[src/rtl/rob.sv]
// Reorder buffer: allocates entries in program order, captures CDB results and
// retires the head entry once its value is ready (at most one commit per cycle).
module rob #(
   parameter int ROB_DEPTH = 16,
   parameter int IDX_W     = $clog2(ROB_DEPTH)
) (
   input  logic             clk,
   input  logic             rst,
   input  logic             alloc_valid,
   output logic             alloc_ready,
   input  logic [6:0]       alloc_op,
   input  logic [4:0]       alloc_rd,
   output logic [IDX_W-1:0] alloc_tag,
   input  logic             cdb_valid,
   input  logic [IDX_W-1:0] cdb_tag,
   input  logic [31:0]      cdb_value,
   input  logic [IDX_W-1:0] rd_tag,
   output logic             rd_ready,
   output logic [31:0]      rd_value,
   output logic             commit_valid,
   output logic [IDX_W-1:0] commit_tag,
   output logic [6:0]       commit_op,
   output logic [4:0]       commit_rd,
   output logic [31:0]      commit_value,
   input  logic             flush
);

   typedef struct packed {
      logic [6:0]  op;
      logic [4:0]  rd;
      logic [31:0] value;
   } rob_entry_t;

   rob_entry_t           r_entries [ROB_DEPTH];
   logic [ROB_DEPTH-1:0] r_valid;
   logic [ROB_DEPTH-1:0] r_ready;
   logic [IDX_W:0]       r_head;
   logic [IDX_W:0]       r_tail;

   logic [IDX_W-1:0] w_head_idx;
   logic [IDX_W-1:0] w_tail_idx;
   logic             w_empty;
   logic             w_full;
   logic             w_alloc;
   logic             w_cdb_wr;
   logic             w_commit;
   rob_entry_t       w_head_entry;

   assign w_head_idx   = r_head[IDX_W-1:0];
   assign w_tail_idx   = r_tail[IDX_W-1:0];
   assign w_empty      = (r_head == r_tail);
   assign w_full       = (w_head_idx == w_tail_idx) && (r_head[IDX_W] != r_tail[IDX_W]);
   assign w_head_entry = r_entries[w_head_idx];

   // Full is judged before any same-cycle commit, so a full ROB refuses one extra cycle.
   assign alloc_ready = rst && !w_full;
   assign alloc_tag   = rst ? w_tail_idx : '0;
   assign w_alloc     = alloc_valid && alloc_ready;
   assign w_cdb_wr    = cdb_valid && r_valid[cdb_tag];
   assign w_commit    = rst && !flush && !w_empty && r_valid[w_head_idx] && r_ready[w_head_idx];

   assign commit_valid = w_commit;
   assign commit_tag   = w_commit ? w_head_idx         : '0;
   assign commit_op    = w_commit ? w_head_entry.op    : '0;
   assign commit_rd    = w_commit ? w_head_entry.rd    : '0;
   assign commit_value = w_commit ? w_head_entry.value : '0;

   // NOTE: combinational blocks use blocking '=' and assign every output a default first, so no latch is inferred.
   always_comb begin
      rd_ready = 1'b0;
      rd_value = r_entries[rd_tag].value;
      if (rst && cdb_valid && (cdb_tag == rd_tag) && r_valid[rd_tag]) begin
         rd_ready = 1'b1;
         rd_value = cdb_value;
      end else begin
         rd_ready = rst && r_valid[rd_tag] && r_ready[rd_tag];
      end
   end

   // NOTE: sequential state uses non-blocking '<=' so every flop samples pre-edge values.
   always_ff @(posedge clk) begin
      if (!rst || flush) begin
         r_valid <= '0;
         r_ready <= '0;
         r_head  <= '0;
         r_tail  <= '0;
      end else begin
         if (w_alloc) begin
            r_valid[w_tail_idx] <= 1'b1;
            r_ready[w_tail_idx] <= 1'b0;
            r_tail              <= r_tail + 1'b1;
         end
         if (w_cdb_wr) begin
            r_ready[cdb_tag] <= 1'b1;
         end
         if (w_commit) begin
            r_valid[w_head_idx] <= 1'b0;
            r_ready[w_head_idx] <= 1'b0;
            r_head              <= r_head + 1'b1;
         end
      end
   end

   // NOTE: the payload array has no reset; valid/ready bits alone decide whether its contents mean anything.
   always_ff @(posedge clk) begin
      if (rst && !flush) begin
         if (w_alloc) begin
            r_entries[w_tail_idx] <= '{op: alloc_op, rd: alloc_rd, value: 32'h0};
         end
         if (w_cdb_wr) begin
            r_entries[cdb_tag].value <= cdb_value;
         end
      end
   end

endmodule
[config.mk]
export PLATFORM = sky130hd
export DESIGN_NAME = rob
export DESIGN_NICKNAME = d
export VERILOG_FILES = /design/src/rtl/rob.sv
export SDC_FILE = /design/constraint.sdc
export NUM_CORES = 1
export LEC_CHECK = 0
export BUFFER_PORTS_ARGS = -buffer_cell sky130_fd_sc_hd__buf_2
export CAP_MARGIN = 15
export CORE_MARGIN = 5
export CORE_UTILIZATION = 25
export DETAILED_ROUTE_END_ITERATION = 12
export PLACE_DENSITY_LB_ADDON = 0.15
export SLEW_MARGIN = 20
export SYNTH_ARGS = -nofsm -noshare
export SYNTH_HDL_FRONTEND = slang
export SYNTH_SLANG_ARGS = --single-unit
[constraint.sdc]
create_clock -name clk -period 5 [get_ports clk]
set_input_delay 0.75 -clock clk [delete_from_list [all_inputs] [get_ports clk]]
set_output_delay 0.75 -clock clk [all_outputs]
set_load 0.01 [all_outputs]
==> metrics.csv <==
stage;metric;value;unit
clock_tree;cts_hold_buf;0;
yosys;ys.flop_type;edfxtp_1;
global_route;grt_use_total;0.164;
clock_tree;cts.path.max_buffers;3;
yosys;synth-seq-cells;750;
power;p_switching;3.04;mW
timing;maxSlewHeadroom;0.278;
routing;drc;0;
yosys;synth_edf_count;704;
die;io_pins;144;
worst_setup_path;r2r_cells;7;
worst_setup_path;reg2reg_from;r_head[0];
timing;clock.fmax;228;MHz
global_route;grt_pass1_vias;23400;
yosys;synth_top_area_frac;0.559;
clock_tree;htreeDepth;3;
job;maxCapViolCount;0;
global_route;grt-ovfl-total;0;
final_layout;fillCellCount;14800;
clock_tree;clk_pin_slew;0.06;ns
final_layout;layout_common_cells;edfxtp_1, and2_1, mux4_2;
yosys;async_reset_ff_frac;0;
worst_setup_path;start_kind;flop;
clock_tree;postCtsSetupRepairBufs;0;
die;dieArea;159000;sq um
min_path;hold_end;r_entries[15][37];
die;die_h;399;um
routing;vias_per_cell;4.88;
yosys;synth_nets;2295;
yosys;syn_area_per_cell;17.0;sq um
min_path;hold_depth;1;
global_route;antenna_found_initial;18;
yosys;yosysWarnings;0;
timing;clock_skew;0.0427;ns
worst_setup_path;cp_max_fo;25;
yosys;syn_inst;2229;
timing;period_needed;4.38;ns
worst_setup_path;cp_num_buf_inv;2;
timing;rsz0062_at_grt;false;
worst_setup_path;crit_chain;mux4_2, nor2_1, a21oi_1, nand4_4, buf_4, nor2b_1, buf_2;
routing;drt-initial-drc-count;1726;
power;power;13.8;mW
global_route;grt_max_degree;81;
min_path;hold_class;input port to flop;
clock_tree;cts_tree;done;
clock_tree;cts-root-buf;clkbuf_16;
clock_tree;cts.repair.resized;0;
yosys;synth_area;37800;sq um
clock_tree;clkSinkCount;750;
clock_tree;cts_made_buffers;91;
routing;route.detailed.wl_per_inst;29.4;um
yosys;yosysSeqAreaShare;0.583;
power;pwr-share-comb;0.031;
worst_setup_path;reg2reg_to;r_entries[9][8];
timing;fin_setup_tns;0;ns
outcome;status;completed;
worst_setup_path;critPathRequiredTime;4.25;ns
routing;postRouteWirelength;131000;um
power;leakage;14.0;nW
final_layout;drive_gt1_frac;0.313;
worst_setup_path;end_kind;output pin;
timing;period_share;0.876;
place;io_buffers;143;
final_layout;final_common_cell;edfxtp_1;
power;swShare;0.220;
place;place_ws;1.03;ns
yosys;synth_area_leader_cell;edfxtp_1;
power;seq_power_share;0.493;
power;internal-power;10.8;mW
timing;setup_slack;0.619;ns
worst_setup_path;worst_path_dominant_cell_family;flip-flops;
die;core;150000;sq um
clock_tree;clk_latency;0.70;ns
worst_setup_path;critical_path_arrival;3.63;ns
timing;setup_viol;0;
worst_setup_path;rrSetupSlack;1.24;ns
die;rows;142;
power;p_clk_frac;0.476;
worst_setup_path;critical_path_class;flop to output pin;
worst_setup_path;critPathMaxStageDelay;0.89;ns
routing;ant_nets;0;
final_layout;nNetsFinal;2419;
global_route;grt_pass1_wl;184000;um
min_path;min-delay-start;alloc_op[0];
power;ir_drop;0.000243;V
power;p_per_area;311;nW/um^2
place;place_hpwl;73300;um
timing;worstMarginPinSlew;1.08;ns
worst_setup_path;slowest_stage;dfxtp_1;
timing;finalHoldViolCount;0;
routing;via_count;21700;
die;start_util;0.252;
routing;first_pass_iters;6;
die;die_w;399;um
yosys;synth.distinct_cells;53;
yosys;yosys-top-cells-area;edfxtp_1, mux4_2, and2_1, mux4_1, dfxtp_1;
final_layout;area_growth_syn_to_layout;17.1;%
timing;slew_violations;0;
place;gp_congestion;0.811;
layer usage:
metal / routed length (um) / track usage
met1: 54900 / 0.209
met2: 66200 / 0.287
met3: 6390 / 0.0294
met4: 3080 / 0.0403
met5: 36 / 0
state kept, by name, summed over array words and instances (netlist names), named ones only:
name	cells
r_tail	5
r_entries	704
r_valid	16
r_ready	16
r_head	5
worst max-delay path by stage:
stage                   start                to  depth (start not counted)
floorplan           r_head[0]   r_entries[0][0]                          8
global placement    rd_tag[0]      rd_value[28]                          6
detailed placement  rd_tag[2]      rd_value[31]                          6
CTS                      flop   commit_value[8]                          5
global route        r_head[0]  commit_value[13]                          7
finish              r_head[0]  commit_value[13]                          7
power groups by stage:
stage | Clock [mW] | Combinational (mW) | Sequential [mW]
after detailed placement | 0 | 0.433 | 6.93
after floorplan | 0 | 0.239 | 6.94
after global routing | 7.00 | 0.455 | 6.80
after global placement | 0 | 0.429 | 6.93
after CTS | 6.76 | 0.434 | 6.80
final | 6.56 | 0.422 | 6.80
per-stage QoR:
step | area [sq um] | instances | utilization | hold WS, ns
after global routing | 44300 | 4438 | 0.295 | 0.382
after detailed placement | 41300 | 4275 | 0.275 | 0.506
after floorplan | 37800 | 2229 | - | 0.462
after CTS | 44200 | 4437 | 0.295 | 0.359
after global placement | 41300 | 4275 | 0.275 | 0.496
final | 44300 | 4444 | 0.295 | 0.425
kinds of logic (layout without fill, tap and decap cells):
kind of cell / after synthesis / count (layout) / synth area share
AO/OA/AOI/OAI: 68 / 68 / 0.0120
XOR/XNOR: 14 / 14 / 0.00324
adder cells (fa/ha/maj): 9 / 9 / 0.00298
buffers and inverters: 215 / 408 / 0.0262
flip-flops: 750 / 750 / 0.583
multiplexers: 431 / 431 / 0.256
other: 0 / 6 / 0
AND/OR/NAND/NOR: 742 / 742 / 0.117
area by class of cell:
type                            instances  area, sq um  area share
Antenna cell                            6         15.0    0.000339
Clock buffer                          117         2430      0.0548
Clock inverter                         45          520      0.0118
Inverter                               17         63.8     0.00144
Multi-Input combinational cell       1264        15000       0.339
Sequential cell                       750        22100       0.499
Tap cell                             2016         2520      0.0570
Timing Repair Buffer                  229         1640      0.0370
synth_stat cells (2+ instances only):
master and number:
a21oi_1 18, edfxtp_1 704, mux4_1 78, buf_6 15, nand2b_1 6, nand3b_1 6
nand3_1 27, xnor2_1 4, mux2i_1 5, dfxtp_1 46, ha_1 9, a221oi_1 8
a31oi_1 8, a22oi_1 3, buf_4 5, nor4_1 6, nand4_1 3, mux4_2 315
a211oi_1 10, nor3_1 23, inv_1 17, xor2_1 10, nand2_1 25, mux2_4 26
buf_1 19, o31ai_1 2, buf_2 33, or2_2 16, o22ai_1 4, nor2b_1 48
and2_1 518, nor2_1 55, clkbuf_1 125, o21ai_0 7, mux2_2 7
No activity file was read; power rests on OpenSTA's default activity.
